**config.mk**
```make
export PLATFORM = sky130hd
export DESIGN_NAME = alu_arbiter_flat
export DESIGN_NICKNAME = d
export VERILOG_FILES = /design/src/rtl/alu_arbiter_if.sv /design/src/rtl/alu_arbiter.sv /design/src/flat_wrapper.sv
export SDC_FILE = /design/constraint.sdc
export NUM_CORES = 1
export LEC_CHECK = 0
export CORE_ASPECT_RATIO = 2
export CORE_UTILIZATION = 35
export CTS_CLUSTER_SIZE = 14
export DETAILED_ROUTE_END_ITERATION = 8
export GPL_TIMING_DRIVEN = 0
export MAX_ROUTING_LAYER = met4
export PLACE_DENSITY = 0.75
export RECOVER_POWER = 100
export SLEW_MARGIN = 5
export SYNTH_ARGS = -nofsm -noshare
export SYNTH_HDL_FRONTEND = slang
export SYNTH_SLANG_ARGS = --single-unit
export TNS_END_PERCENT = 1
```
**constraint.sdc**
```tcl
create_clock -name clk -period 1.3 [get_ports clk]
set_input_delay 0.26 -clock clk [delete_from_list [all_inputs] [get_ports clk]]
set_output_delay 0.26 -clock clk [all_outputs]
set_load 0.01 [all_outputs]
```
**src/rtl/alu_arbiter_if.sv**
```systemverilog
// Requester, shared-ALU and response bundle for alu_arbiter.
// slave = arbiter side, master = requesters/ALU/environment side.
interface alu_arbiter_if #(
  parameter int DW  = 8,
  parameter int OPW = 4
);
  logic           req0_valid;
  logic           req1_valid;
  logic [OPW-1:0] req0_op;
  logic [OPW-1:0] req1_op;
  logic [DW-1:0]  req0_a;
  logic [DW-1:0]  req0_b;
  logic [DW-1:0]  req1_a;
  logic [DW-1:0]  req1_b;
  logic           req0_ready;
  logic           req1_ready;
  logic [OPW-1:0] alu_op;
  logic [DW-1:0]  alu_a;
  logic [DW-1:0]  alu_b;
  logic [DW-1:0]  alu_r;
  logic [2:0]     alu_flags;
  logic           rsp0_done;
  logic           rsp1_done;
  logic [DW-1:0]  rsp_r;
  logic [2:0]     rsp_flags;
  logic           rsp_err;
  logic           busy;

  modport slave (
    input  req0_valid, req1_valid, req0_op, req1_op,
           req0_a, req0_b, req1_a, req1_b, alu_r, alu_flags,
    output req0_ready, req1_ready, alu_op, alu_a, alu_b,
           rsp0_done, rsp1_done, rsp_r, rsp_flags, rsp_err, busy
  );

  modport master (
    output req0_valid, req1_valid, req0_op, req1_op,
           req0_a, req0_b, req1_a, req1_b, alu_r, alu_flags,
    input  req0_ready, req1_ready, alu_op, alu_a, alu_b,
           rsp0_done, rsp1_done, rsp_r, rsp_flags, rsp_err, busy
  );
endinterface

```
**src/rtl/alu_arbiter.sv**
```systemverilog
// Two-requester arbiter in front of a shared combinational ALU (IDLE -> EXEC -> RESP).
// Define ALU_ARB_RR_EN for round-robin tie-breaking; default is fixed priority to requester 0.
module alu_arbiter #(
  parameter int DW  = 8,
  parameter int OPW = 4
) (
  input  logic         clk,
  input  logic         rst,
  alu_arbiter_if.slave bus
);

  localparam logic [1:0] IDLE = 2'd0;
  localparam logic [1:0] EXEC = 2'd1;
  localparam logic [1:0] RESP = 2'd2;

  logic [1:0]     state_q, state_d;
  logic           grant_q;
  logic [OPW-1:0] op_q;
  logic [DW-1:0]  a_q, b_q;
  logic [DW-1:0]  r_q;
  logic [2:0]     flags_q;
  logic           err_q;
  logic           pick;
  logic           idle;
  logic           accept;
  logic           illegal;

`ifdef ALU_ARB_RR_EN
  logic last_q;

  // On a tie the requester that did not win last time goes first.
  assign pick = bus.req1_valid & (~bus.req0_valid | ~last_q);

  always_ff @(posedge clk or posedge rst) begin
    if (rst) begin
      last_q <= 1'b1;
    end else if (accept) begin
      last_q <= pick;
    end
  end
`else
  assign pick = bus.req1_valid & ~bus.req0_valid;
`endif

  assign idle           = (state_q == IDLE) & ~rst;
  assign bus.req0_ready = idle & bus.req0_valid & ~pick;
  assign bus.req1_ready = idle & bus.req1_valid & pick;
  assign accept         = bus.req0_ready | bus.req1_ready;

  assign illegal = (op_q == {OPW{1'b0}}) || (op_q == OPW'(4'b1110));

  always_comb begin
    state_d = state_q;
    case (state_q)
      IDLE:    if (accept) state_d = EXEC;
      EXEC:    state_d = RESP;
      RESP:    state_d = IDLE;
      default: state_d = IDLE;
    endcase
  end

  always_ff @(posedge clk or posedge rst) begin
    if (rst) begin
      state_q <= IDLE;
      grant_q <= 1'b0;
      op_q    <= '0;
      a_q     <= '0;
      b_q     <= '0;
      r_q     <= '0;
      flags_q <= '0;
      err_q   <= 1'b0;
    end else begin
      state_q <= state_d;
      if (accept) begin
        grant_q <= pick;
        op_q    <= pick ? bus.req1_op : bus.req0_op;
        a_q     <= pick ? bus.req1_a  : bus.req0_a;
        b_q     <= pick ? bus.req1_b  : bus.req0_b;
      end
      // Response registers only move at the end of EXEC, so they hold everywhere else.
      if (state_q == EXEC) begin
        if (illegal) begin
          r_q     <= '0;
          flags_q <= 3'b000;
          err_q   <= 1'b1;
        end else begin
          r_q     <= bus.alu_r;
          flags_q <= bus.alu_flags;
          err_q   <= 1'b0;
        end
      end
    end
  end

  assign bus.alu_op    = op_q;
  assign bus.alu_a     = a_q;
  assign bus.alu_b     = b_q;
  assign bus.rsp0_done = (state_q == RESP) & ~grant_q;
  assign bus.rsp1_done = (state_q == RESP) & grant_q;
  assign bus.rsp_r     = r_q;
  assign bus.rsp_flags = flags_q;
  assign bus.rsp_err   = err_q;
  assign bus.busy      = (state_q != IDLE);

endmodule

```
**src/flat_wrapper.sv**
```systemverilog
// flat-port wrapper written by rule: the top's interface ports become plain ports
module alu_arbiter_flat 
#(
  parameter int DW  = 8,
  parameter int OPW = 4
)
  (clk, rst, bus_req0_valid, bus_req1_valid, bus_req0_op, bus_req1_op, bus_req0_a, bus_req0_b, bus_req1_a, bus_req1_b, bus_alu_r, bus_alu_flags, bus_req0_ready, bus_req1_ready, bus_alu_op, bus_alu_a, bus_alu_b, bus_rsp0_done, bus_rsp1_done, bus_rsp_r, bus_rsp_flags, bus_rsp_err, bus_busy);
  alu_arbiter_if #(.DW(DW), .OPW(OPW)) bus_i ();
  input  logic clk;
  input  logic rst;
  input wire logic [$bits(bus_i.req0_valid)-1:0] bus_req0_valid;
  input wire logic [$bits(bus_i.req1_valid)-1:0] bus_req1_valid;
  input wire logic [$bits(bus_i.req0_op)-1:0] bus_req0_op;
  input wire logic [$bits(bus_i.req1_op)-1:0] bus_req1_op;
  input wire logic [$bits(bus_i.req0_a)-1:0] bus_req0_a;
  input wire logic [$bits(bus_i.req0_b)-1:0] bus_req0_b;
  input wire logic [$bits(bus_i.req1_a)-1:0] bus_req1_a;
  input wire logic [$bits(bus_i.req1_b)-1:0] bus_req1_b;
  input wire logic [$bits(bus_i.alu_r)-1:0] bus_alu_r;
  input wire logic [$bits(bus_i.alu_flags)-1:0] bus_alu_flags;
  output wire logic [$bits(bus_i.req0_ready)-1:0] bus_req0_ready;
  output wire logic [$bits(bus_i.req1_ready)-1:0] bus_req1_ready;
  output wire logic [$bits(bus_i.alu_op)-1:0] bus_alu_op;
  output wire logic [$bits(bus_i.alu_a)-1:0] bus_alu_a;
  output wire logic [$bits(bus_i.alu_b)-1:0] bus_alu_b;
  output wire logic [$bits(bus_i.rsp0_done)-1:0] bus_rsp0_done;
  output wire logic [$bits(bus_i.rsp1_done)-1:0] bus_rsp1_done;
  output wire logic [$bits(bus_i.rsp_r)-1:0] bus_rsp_r;
  output wire logic [$bits(bus_i.rsp_flags)-1:0] bus_rsp_flags;
  output wire logic [$bits(bus_i.rsp_err)-1:0] bus_rsp_err;
  output wire logic [$bits(bus_i.busy)-1:0] bus_busy;
  assign bus_i.req0_valid = bus_req0_valid;
  assign bus_i.req1_valid = bus_req1_valid;
  assign bus_i.req0_op = bus_req0_op;
  assign bus_i.req1_op = bus_req1_op;
  assign bus_i.req0_a = bus_req0_a;
  assign bus_i.req0_b = bus_req0_b;
  assign bus_i.req1_a = bus_req1_a;
  assign bus_i.req1_b = bus_req1_b;
  assign bus_i.alu_r = bus_alu_r;
  assign bus_i.alu_flags = bus_alu_flags;
  assign bus_req0_ready = bus_i.req0_ready;
  assign bus_req1_ready = bus_i.req1_ready;
  assign bus_alu_op = bus_i.alu_op;
  assign bus_alu_a = bus_i.alu_a;
  assign bus_alu_b = bus_i.alu_b;
  assign bus_rsp0_done = bus_i.rsp0_done;
  assign bus_rsp1_done = bus_i.rsp1_done;
  assign bus_rsp_r = bus_i.rsp_r;
  assign bus_rsp_flags = bus_i.rsp_flags;
  assign bus_rsp_err = bus_i.rsp_err;
  assign bus_busy = bus_i.busy;
  alu_arbiter #(.DW(DW), .OPW(OPW)) u_core (.clk(clk), .rst(rst), .bus(bus_i));
endmodule
```
# [After elaboration in Yosys (flattened, before gate mapping)]
# Cells that the tools add are included.
[word_totals] regBits=35 output_inout_bits=37 inputBits=55
[classes] eq_ne=4 n_reduce_logical=4 bitwise=13 mux=8
[ops] cell="$mux 8" n=3
[ops] cell="$and 1x1->1" n=8
[ops] cell="$eq 4x4->1 const B" n=1
[ops] cell="$logic_not 4->1" n=1
[ops] cell="$mux 4" n=1
[ops] cell="$not 1->1" n=4
[ops] cell="$pmux 2 s2" n=1
[ops] cell="$mux 3" n=1
[ops] cell="$eq 2x1->1 const B" n=1
[ops] cell="$eq 2x2->1 const B" n=1
[ops] cell="$logic_not 2->1" n=1
[ops] cell="$mux 2" n=1
[ops] cell="$ne 2x1->1 const B" n=1
[ops] cell="$reduce_bool 2->1" n=1
[ops] cell="$logic_or 1x1->1" n=1
[ops] cell="$mux 1" n=1
[ops] cell="$or 1x1->1" n=1

# [Longest topological paths before layout]
[depth] ltp_word=7 depth_mapped=4

# [Least setup slack after synthesis]
# Ideal clock, no wire load.
[synth_path] kind="reg2reg" start="register u_core.state_q[1]" end="register u_core.a_q[0] (netlist: u_core.bus.alu_a[0])" required_time_ps=1175 setup_slack_ps=-101 synth_period_minus_slack_ps=1401 stages_incl_launch_ff=5 t_arrival_ps=1276 path_cell_list="dfrtp_1 -> nor3_2 -> o21a_2 -> buf_8 -> mux2_4"
[synth_via] elab_chain_cells=5
[synth_rtl] element="start: declaration" line_no="alu_arbiter.sv:16" text="logic [1:0] state_q, state_d;"
[synth_rtl] element="start signal: assignment" line_no="alu_arbiter.sv:73" text="state_q <= state_d;"
[synth_rtl] element="$logic_not 2->1 *" line_no="alu_arbiter.sv:45" text="assign idle = (state_q == IDLE) & ~rst;"
[synth_rtl] element="$and 1x1->1 *" line_no="alu_arbiter.sv:45"
[synth_rtl] element="$and 1x1->1 (on tied branches) (2 in series)" line_no="alu_arbiter.sv:46, alu_arbiter.sv:47"
[synth_rtl] element="$or 1x1->1 *" line_no="alu_arbiter.sv:48" text="assign accept = bus.req0_ready | bus.req1_ready;"
[synth_rtl] element="end signal: assignment" line_no="alu_arbiter.sv:77" text="a_q <= pick ? bus.req1_a : bus.req0_a;"
[synth_rtl] element="end: declaration" line_no="alu_arbiter.sv:19" text="logic [DW-1:0] a_q, b_q;"
# Every way passes the cells marked *; elsewhere a longest branch is shown, timed or not.
# A chain may end at the register's enable or synchronous reset.

# [Final worst setup path]
[layout_path] start="register u_core.state_q[0]" end="register u_core.op_q[1] (netlist: u_core.bus.alu_op[1])"
[layout_via] elab_chain_cells=5
[layout_rtl] element="$logic_not 2->1 *" line_no="alu_arbiter.sv:45"
[layout_rtl] element="$and 1x1->1 *" line_no="alu_arbiter.sv:45"
[layout_rtl] element="$and 1x1->1 (on tied branches) (2 in series)" line_no="alu_arbiter.sv:46, alu_arbiter.sv:47"
[layout_rtl] element="$or 1x1->1 *" line_no="alu_arbiter.sv:48"
[layout_rtl] element="end signal: assignment" line_no="alu_arbiter.sv:76" text="op_q <= pick ? bus.req1_op : bus.req0_op;"
[layout_rtl] element="end: declaration" line_no="alu_arbiter.sv:18" text="logic [OPW-1:0] op_q;"
# Marks and branches as above.

==> impl_metrics.ini <==
[status]
status = finished, violations left
violations = setup timing

[grt]
grt_max_degree = 36
grt.overflow.total = 0
grt_first_pass_wirelength_mm = 6.969
grt_pass1_vias = 1416
antenna_found_initial = 0
grt_use_total_pct = 18.63

[detailed_routing]
drtIter0Drc = 3
avgRoutedWirePerCell_um = 15.49
routed_wl_mm = 4.261
antenna_left = 0
dr.pass1.iters = 4
dr_total_vias = 1320
vias_per_cell = 4.800
route.detailed.drc = 0

[cts]
numCtsBuffers = 5
clkLatencyLatePin_ns = 0.28
postCtsHoldBufs = 0
root_buffer = clkbuf_8
cts_tree = yes
numClockSinks = 35
cts_buffer_depth = 2
clkTransAtPathRegs_ns = 0.07
h-tree-depth = 2

[die]
core_area_mm2 = 0.004820
start_util_pct = 36.32
die_y_um = 102.0
die_x_um = 52.01
rows = 36
dieArea_mm2 = 0.005305
boundaryPins = 92

[synth]
synthCells = 111
seq_area_frac_synth_pct = 50.04
synth_top_area_share_pct = 50.04
synth_area_leaders = dfrtp_1, mux2_4, a22o_1, buf_8, buf_6
synth_top_family_by_area = multiplexers
yosysTopAreaCell = dfrtp_1
synth_cell_types = 24
synth_fa_ha_area_share_pct = 0
syn_avg_cell_area_um2 = 15.77
ys_warn_count = 0
synth-simple-area-share_pct = 5.575
netlist_area_mm2 = 0.001750
synth-async-reset-ratio_pct = 100.0
ys_seq_elements = 35
synth_ff_type = dfrtp_1
synth_mux_area_share_pct = 33.88
synth_xor_area_share_pct = 0
synth-edff-count = 0
synth_nets = 166
synth_compound_gate_area_share_pct = 6.576

[pwr]
switchingPower_mw = 1.118
clockPowerShare_pct = 24.5
switching_share_pct = 27.46
p_leak_nw = 1.406
combPwrFrac_pct = 36.4
p_int_mw = 2.952
power_density_mw_per_mm2 = 1383
ir_worst_vdd_mv = 0.8806
p_seq_share_pct = 39.2
total_power_mw = 4.069

[worst_setup_path]
critical_path_class = reg2reg
crit_path_start_kind = register
reg2reg_from = u_core.state_q[0]$_DFFE_PP0P_
critical_path_arrival_ns = 1.74
crit_start = u_core.state_q[0]$_DFFE_PP0P_
crit_path_end_kind = register
crit_required_ns = 1.46
crit_fanout = 10

[timing]
fin_crit_sh_pct = 121.4
drv_slew = 0
worstMarginPinSlew_ns = 0.7148
grt_setup_unrepaired = true
max_slew_margin_pct = 52.28
setup_viol = 33
tns_ns = -6.064
worst_slack_ns = -0.2781
whs_ns = 0.1537
fin_skew_ns = 0.001571
min_period_ns = 1.578
clock.fmax_ghz = 0.6337
hold_viol_final = 0

[flow_run]
drv_cap = 0

[worst_hold_path]
hold_path_class = in2async

[placement]
portBuffers = 91
place_hpwl_mm = 3.095
routabilityCongestion = 0.7030
dp.cells = 259
dp_slack_ns = -0.7897

[cells_and_area]
antenna_cells = 0
area_delta_synth_final_pct = 68.12
drive_gt1_share_pct = 36.24
final_nets = 272
stdcell_count = 275
-- layer usage --
| layer | wire length [µm] | global-route usage [%] | up-vias |
|---|---|---|---|
| met3 | 227 | 3.720 | 4 |
| met1 | 1464 | 19.44 | 638 |
| met2 | 2519 | 33.43 | 63 |
| met4 | 50 | 6.445 | 0 |
| li1 | - | - | 615 |
| met5 | 0 | - | - |
-- area by class of cell --
cell class              count  area [µm²]
multi-input cells          68       842.1
flip-flops and latches     35       878.3
inverters                   2       7.507
clock inverters             2       35.03
well taps                  57       71.32
clock buffers               6       82.58
plain buffers               6       86.33
repair buffers             99       939.7
fillers                   397        1877
-- final timing paths --
kind	slack (ns)	depth (start not counted)	to
max in group asynchronous	0.65	2	u_core.bus.alu_op[3]$_DFFE_PP0P_
max	-0.28	5	u_core.bus.alu_op[1]$_DFFE_PP0P_
min in group clk	0.44	3	u_core.grant_q$_DFFE_PP0P_
min	0.15	2	u_core.bus.alu_b[2]$_DFFE_PP0P_
min reg2reg	0.48	2	u_core.bus.rsp_err$_DFFE_PP0N_
max reg2reg	-0.28	5	u_core.bus.alu_op[1]$_DFFE_PP0P_
-- synthesized netlist by cell type (2+ instances only) --
library cell / n
inv_1: 2
dfrtp_1: 35
buf_6: 2
a22o_1: 11
and2_1: 2
mux2_2: 2
nor2_1: 2
mux2_4: 38
buf_8: 2
-- worst max-delay path, stage by stage (launching register included) --
cell     delay, ns
dfrtp_1       0.42
nor3_2        0.22
buf_4         0.16
o21a_4        0.19
buf_12        0.16
mux2_4        0.30
-- flip-flops by register name (all words and copies together), names as in the netlist --
signal and count:
u_core.bus.rsp_r 8, u_core.bus.alu_b 8, u_core.bus.alu_op 4, u_core.bus.rsp_flags 3
u_core.bus.alu_a 8, u_core.bus.rsp_err 1, u_core.state_q 2, u_core.grant_q 1
-- power groups by stage --
| stage | registers, mW | clock network, mW | logic [mW] |
|---|---|---|---|
| CTS | 1.59 | 1.02 | 1.50 |
| finish | 1.59 | 0.996 | 1.48 |
| global placement | 1.59 | 0 | 1.61 |
| floorplan | 1.72 | 0 | 0.598 |
| global route | 1.64 | 1.08 | 1.59 |
| detailed placement | 1.59 | 0 | 1.63 |
-- cell families (layout without fill, tap and decap cells) --
group,after synthesis,after routing
DFF,35,35
and+or+nand+nor,14,14
buffers and inverters,8,115
muxes,40,40
AOI/OAI and AO/OA,14,14
-- cell usage in the layout (no fill, tap or decap), types with 2 or more instances in the layout --
master           instances
buf_8                    2
buf_12                   2
dfrtp_1                 33
mux2_4                  38
dfrtp_2                  2
buf_6                    4
buf_2                    3
nor2_1                   2
nor3_2                   2
clkdlybuf4s15_1          2
a22o_1                  11
clkbuf_8                 6
dlygate4sd2_1           31
clkdlybuf4s50_1         51
buf_4                    6
mux2_2                   2
-- stage by stage --
step	util [%]	instance area, µm²
after floorplan	-	1750
after global placement	56.70	2733
after detailed placement	56.70	2733
after CTS	60.93	2937
after global routing	61.06	2943
final	61.06	2943
-- repair_timing --
item / 4_1_cts / 5_1_grt
setup buffers: 7 / 0
endpoints found under the setup margin: 69 / 40
gates resized for setup: 72 / 10
pin swaps: 2 / 1
gates cloned: 1 / 0
Power figures use the tool's default switching activity.
==> RTL edit 1: new RTL, same settings <==
`DW` is set to 8 in 3 places; all go to 10.
--- a/src/rtl/alu_arbiter_if.sv
+++ b/src/rtl/alu_arbiter_if.sv
@@ -3,3 +3,3 @@
 interface alu_arbiter_if #(
-  parameter int DW  = 8,
+  parameter int DW  = 10,
   parameter int OPW = 4
--- a/src/rtl/alu_arbiter.sv
+++ b/src/rtl/alu_arbiter.sv
@@ -3,3 +3,3 @@
 module alu_arbiter #(
-  parameter int DW  = 8,
+  parameter int DW  = 10,
   parameter int OPW = 4
--- a/src/flat_wrapper.sv
+++ b/src/flat_wrapper.sv
@@ -3,3 +3,3 @@
 #(
-  parameter int DW  = 8,
+  parameter int DW  = 10,
   parameter int OPW = 4
Interface: changed (8 resized); port bits go from 92 to 108. No check against the original RTL was run, so the function may have changed too.
==> RTL edit 1 against the original RTL <==
- the run still ends with negative setup slack left
- non-clock buffer count grew 19
- sequential cell count grew 6
- cell area grew 19%
- wire length grew 14%
- sequential share of layout area shrank 0.42 points
- clock skew grew 2.0 ps
- setup slack gained 10 ps
- count of clock-buffer cells in the layout shrank 1
- area after synthesis grew 17%
- total power grew 28%
- first-iteration DRC count grew to 11 times the old value
==> RTL edit 1: results (changes against the original RTL) <==
- The worst path setup slack after routing came to -268 ps (+10.2 ps).
* Worst clock skew on the final layout: 3.61 ps (+2.04 ps)
- Met3 layer usage reported by global route: 3.15% (-0.57 points)
- The count of placed standard cells including taps is 299 (+15%).
- Layout multi-input combinational cell count: 78 (+15%)
* Fraction of registers with async set or reset after synthesis: 100% (unchanged)
- The total setup buffers inserted after CTS is 2 (-5).
- Met2 capacity usage during global routing: 30.2% (-3.2 points)
* Root buf cell: sky130_fd_sc_hd__clkbuf_16
- Count of input and output buffers: 107 (+18%)
- Cells taking the most area after synthesis: sky130_fd_sc_hd__dfrtp_1 50%, sky130_fd_sc_hd__mux2_4 28%, sky130_fd_sc_hd__a22o_1 5.5%, sky130_fd_sc_hd__mux2_2 5.5%, sky130_fd_sc_hd__buf_12 1.9%
- Via count of the first global-routing pass: 1617 (+14%)
- The maximum fanout along the worst path is 10 (unchanged).
* Area added between synthesis and finish: 71.0%
- Final weighted congestion in routability-driven placement: 0.726 (+3.3%)
- The total global routing track utilization came to 16.6% (-2.1 points).
* Clock edge transition at the registers on the reported setup and hold paths: 60 ps
- The net count after synthesis is 195 (+17%).
* Number of cells in the finished layout apart from fillers: 314 (+14%)
- The sum of net half-perimeters after detailed placement is 3670 um (+19%).
- For this design, the slowest cell found on the critical path is sky130_fd_sc_hd__dfrtp_2.
- The area used by sequential logic in the layout was 1030 um2 (+18%).
* Clock buffers: 5 (-1)
- The total placed instance area is 3230 um2 (+18%).
- The power spent charging and discharging nets came to 1.35 mW (+21%).
- Wire length of the first global-routing pass: 7630 um (+9.5%)
* Violated checks: negative setup slack
* Final-layout clock-cell area share: 5.52% (+1.5 points)
- Routed wirelength normalized by instance count: 15.4 um (-0.33%)
- The number of DRC violations after detailed-routing iteration 0 came to 32 (+29).
* Register area share after synthesis: 49.9% (-0.097 points)
* Final-layout fill cell count: 464 (+17%)
* Non-clock buffer total of the final layout: 124 (+18%)
* Vias after detailed routing: 1518 (+15%)
* Kind of path behind the tightest hold check: primary input to flip-flop
- Peak supply drop: 0.00130 V (+48%)
* Non-clock buffers, area share: 34.9% (about the same)
- By count the netlist is led by 41 x sky130_fd_sc_hd__dfrtp_1, 38 x sky130_fd_sc_hd__mux2_4, 13 x sky130_fd_sc_hd__a22o_1.
- The static power due to leakage was 1.64 nW (+17%).
- Slew headroom: 45.3% (-7.0 points)
- Largest net degree at the start of global routing: 34 (-5.6%)
- Non-clock inverter total of the final layout: 2 (unchanged)
* Resized Gates After CTS: 74 (+2.8%)
* Global-route track usage on met1: 17.1% (-2.4 points)
* Fraction of standard cell area in multi-input logic: 27.8% (-0.83 points)
- Share of post-route cells with drive strength above 1: 36.0% (-0.27 points)
- The summed instance area of the synthesized netlist was 2050 um2 (+17%).
- The post-synthesis area per instance was 15.8 um2 (+0.22%).
- The final net count was 317 (+17%).
- The synthesis-stage register bit count came to 41 (+17%).
* Result of the run: finished with violations
- Distinct cell type count after synthesis: 26 (+8.3%)
- Number of setup violations in the final report: 39 (+18%)
[RTL edit 1: cell types whose count changed after synthesis, moves of 2 or more]
cell,delta
sky130_fd_sc_hd__mux2_2,+8
sky130_fd_sc_hd__dfrtp_1,+6
sky130_fd_sc_hd__a22o_1,+2
sky130_fd_sc_hd__buf_12,+2
[RTL edit 1: routing by layer]
layer  up-vias  share of wire [%]  wire, um
met5         -                  0         0
met4         0                2.3       112
met3         8                4.5       218
met2        55                 57      2790
met1       742                 36      1730
li1        713                  -         -
[RTL edit 1: worst paths after layout]
kind	startpoint	to	slack, ps	cells past startpoint
setup reg to reg	u_core.state_q[0]	u_core.bus.alu_a[6]	-270	6
setup / recovery	u_core.state_q[0]	u_core.bus.alu_a[6]	-270	6
max in group asynchronous	rst	u_core.state_q[0]	270	3
hold reg to reg	u_core.bus.rsp_err	u_core.bus.rsp_err	490	2
hold / removal	bus_req1_valid	u_core.grant_q	420	3
min in group asynchronous	rst	u_core.bus.alu_op[2]	460	3
[RTL edit 1: logic make-up (layout without fill, tap and decap cells)]
family          after synthesis  in the layout  synth area share, %
buf+inv                      11            134                 5.36
compound gates               16             16                 6.39
mux                          48             48                 33.3
flops                        41             41                 49.9
simple gates                 14             14                 5.06
[RTL edit 1: metrics by stage]
stage / worst slack [ps] / util [%] / TNS [ps]
2_1_floorplan: -148 / - / -3760
3_3_place_gp: -882 / 56.6 / -54230
3_5_place_dp: -846 / 57.0 / -18670
4_1_cts: -345 / 60.6 / -8390
5_1_grt: -341 / 62.0 / -9680
6_report: -268 / 62.0 / -7120
[RTL edit 1: power groups by stage]
stage,Combinational [mW],Clock (mW),Sequential [mW]
floorplan,0.693,0,2.02
global placement,1.88,0,1.86
detailed placement,1.90,0,1.87
CTS,1.71,1.64,1.86
global route,1.87,1.68,1.92
finish,1.75,1.60,1.86
==> RTL edit 2: new RTL, config.mk and constraints unchanged <==
Without the edit above. Build with the macro `ALU_ARB_RR_EN` defined.
--- a/src/rtl/alu_arbiter.sv
+++ b/src/rtl/alu_arbiter.sv
@@ -2,2 +2,4 @@
 // Define ALU_ARB_RR_EN for round-robin tie-breaking; default is fixed priority to requester 0.
+`define ALU_ARB_RR_EN
+
 module alu_arbiter #(
Check against the original RTL: not equivalent (Yosys sat finds a counterexample within 4 cycles, from zero or initial values and one cycle with rst high).
==> RTL edit 2 against the original RTL <==
- the flow still finishes with violations (negative setup slack)
- combinational power grew 22%
- sequential share of layout area increased by 0.45 points
- clock power down 18%
- total power up 6.0%
- sequential cell count up 1
- setup slack got worse by 3.2 ps
- wire length is 10% higher
- non-clock buffer count is 2 higher
- utilization is 0.80 points higher
- critical path depth unchanged
- cell area rose by 1.3%
- area after synthesis shrank 0.43%
- clock skew increased by 2.9 ps
==> RTL edit 2: results (changes against the original RTL) <==
- Worst clock skew on the final layout: 4.48 ps (+2.91 ps)
- The sequential share of the synthesized area came to 51.8% (+1.7 points).
* Clock latency reported for the late side of the worst-skew pair: 280 ps (about the same)
- The maximum resistive drop on vdd was 0.000805 V (-8.5%).
* Minimum setup slack after placement: -931 ps (-141 ps)
* Critical-path maximum fanout: 4 (-6)
* Final setup slack of the worst path: -281 ps (-3.21 ps)
* Fraction of registers with async set or reset after synthesis: 100% (unchanged)
* Critical path data arrival time: 1750 ps
* Family with the most delay on the worst path: flip-flops
- The worst stage delay on the critical path came to 560 ps (+140 ps).
- The run finished, with violations left.
- Total clock buffers created by CTS: 5 (unchanged)
* Distinct cell type count after synthesis: 26 (+8.3%)
- The sum of net half-perimeters after detailed placement is 3350 um (+8.1%).
* Overall track demand over capacity in global routing: 20.0% (+1.4 points)
- The count of buffers from port buffering is 91 (unchanged).
* Max Buffers Root-to-Sink: 2 (unchanged)
* Actual transition at the worst max-transition pin: 753 ps (+38.1 ps)
- Most used flip-flop cell after synthesis: sky130_fd_sc_hd__dfrtp_1
- Final weighted congestion in routability-driven placement: 0.753 (+7.1%)
- The number of DRC violations after detailed-routing iteration 0 was 17 (+14).
* Root buf cell: sky130_fd_sc_hd__clkbuf_8
* Share of post-route cells with drive strength above 1: 30.0% (-6.2 points)
- The checks that failed: negative setup slack.
- The number of detailed-route iterations in the first pass is 4 (unchanged).
* Largest net degree at the start of global routing: 37 (+2.8%)
* Total inserted antenna cells: 0 (unchanged)
* Critical-path cell with the highest stage delay: sky130_fd_sc_hd__dfstp_2
- Net count of the mapped netlist: 190 (+14%)
* Static Leak: 1.40 nW (-0.20%)
* Total detailed-routing wirelength: 4710 um (+10%)
* Number of setup violations in the final report: 35 (+6.1%)
* Cells taking the most area after synthesis: sky130_fd_sc_hd__dfrtp_1 50%, sky130_fd_sc_hd__mux2_4 16%, sky130_fd_sc_hd__mux2_1 12%, sky130_fd_sc_hd__nand2_1 5.0%, sky130_fd_sc_hd__o21ai_0 3.2%
- Via count of the first global-routing pass: 1501 (+6.0%)
- The initial antenna violation count was 0 (unchanged).
- The final net count was 297 (+9.2%).
* Wire length of the first global-routing pass: 7470 um (+7.2%)
- The number of warnings reported in the yosys synthesis log came to 0 (unchanged).
* Top cells by instance count after synthesis: 35 x sky130_fd_sc_hd__dfrtp_1, 23 x sky130_fd_sc_hd__nand2_1, 19 x sky130_fd_sc_hd__mux2_1
- Final-layout fill cell count: 399 (+0.50%)
- Per-cell via count in the routed design: 4.80 (about the same)
-- RTL edit 2: changes by cell type after synthesis, moves of 2 or more --
cell,delta
sky130_fd_sc_hd__mux2_1,+19
sky130_fd_sc_hd__buf_6,+2
sky130_fd_sc_hd__mux2_4,-20
sky130_fd_sc_hd__nand2_1,+22
sky130_fd_sc_hd__o21ai_0,+10
sky130_fd_sc_hd__mux2_2,+2
sky130_fd_sc_hd__a22o_1,-11
sky130_fd_sc_hd__buf_8,-2
-- RTL edit 2: per-stage QoR --
step | hold WS, ps | TNS (ps) | instances | util (%) | cell area (um2)
after floorplan | 323 | -3250 | 135 | - | 1750
after global placement | 463 | -38930 | 283 | 56.8 | 2740
after detailed placement | 478 | -18390 | 283 | 56.8 | 2740
after CTS | 387 | -7250 | 300 | 60.9 | 2930
after global routing | 248 | -8870 | 300 | 61.9 | 2980
final | 186 | -6510 | 300 | 61.9 | 2980
-- RTL edit 2: layout make-up --
cell class	instances	share of cell area [%]
tap	57	2.39
clock inverter	2	0.336
clock buffer	6	2.77
multi-input combinational	90	28.8
sequential	36	30.3
timing repair buffer	100	32.1
buffer	7	2.98
inverter	2	0.252
-- RTL edit 2: per-layer routing --
metal / GRT usage [%] / part of all wire, % / wire length [um] / up-vias
met5: - / 0 / 0 / -
met2: 37.0 / 60 / 2830 / 45
met3: 2.70 / 3.6 / 170 / 6
met1: 20.4 / 35 / 1630 / 709
li1: - / - / - / 681
met4: 7.28 / 1.7 / 80 / 0
-- RTL edit 2: where the power goes --
part	total, mW	internal (mW)	switching (mW)
combinational	1.80	1.08	0.720
sequential	1.70	1.48	0.221
clock	0.815	0.423	0.393
total	4.31	2.98	1.33
-- RTL edit 2: logic make-up after synthesis --
| group | Yosys count | synth area share, % |
|---|---|---|
| muxes | 41 | 30.4 |
| DFF | 36 | 51.8 |
| and+or+nand+nor | 32 | 8.40 |
| AOI/OAI and AO/OA | 17 | 5.67 |
| buffers and inverters | 9 | 3.80 |
-- RTL edit 2: final timing paths --
path,start,to,slack (ps),cells after the start
worst min-delay path,rst,u_core.bus.alu_op[3],190,2
worst min register to register,u_core.bus.rsp_r[3],u_core.bus.rsp_r[3],490,2
worst max register to register,u_core.last_q,u_core.bus.alu_b[0],-280,5
min in group clk,bus_req0_valid,u_core.last_q,440,2
max in group asynchronous,rst,u_core.state_q[1],600,2
worst max-delay path,u_core.last_q,u_core.bus.alu_b[0],-280,5
-- RTL edit 2: what timing repair did --
| item | 4_1_cts | 5_1_grt |
|---|---|---|
| gates cloned | 1 | 0 |
| hold buffers | 0 | 0 |
| buffers inserted | 8 | 0 |
| setup endpoints to repair | 67 | 36 |
| gates resized for setup | 81 | 16 |
| pin swaps | 5 | 2 |
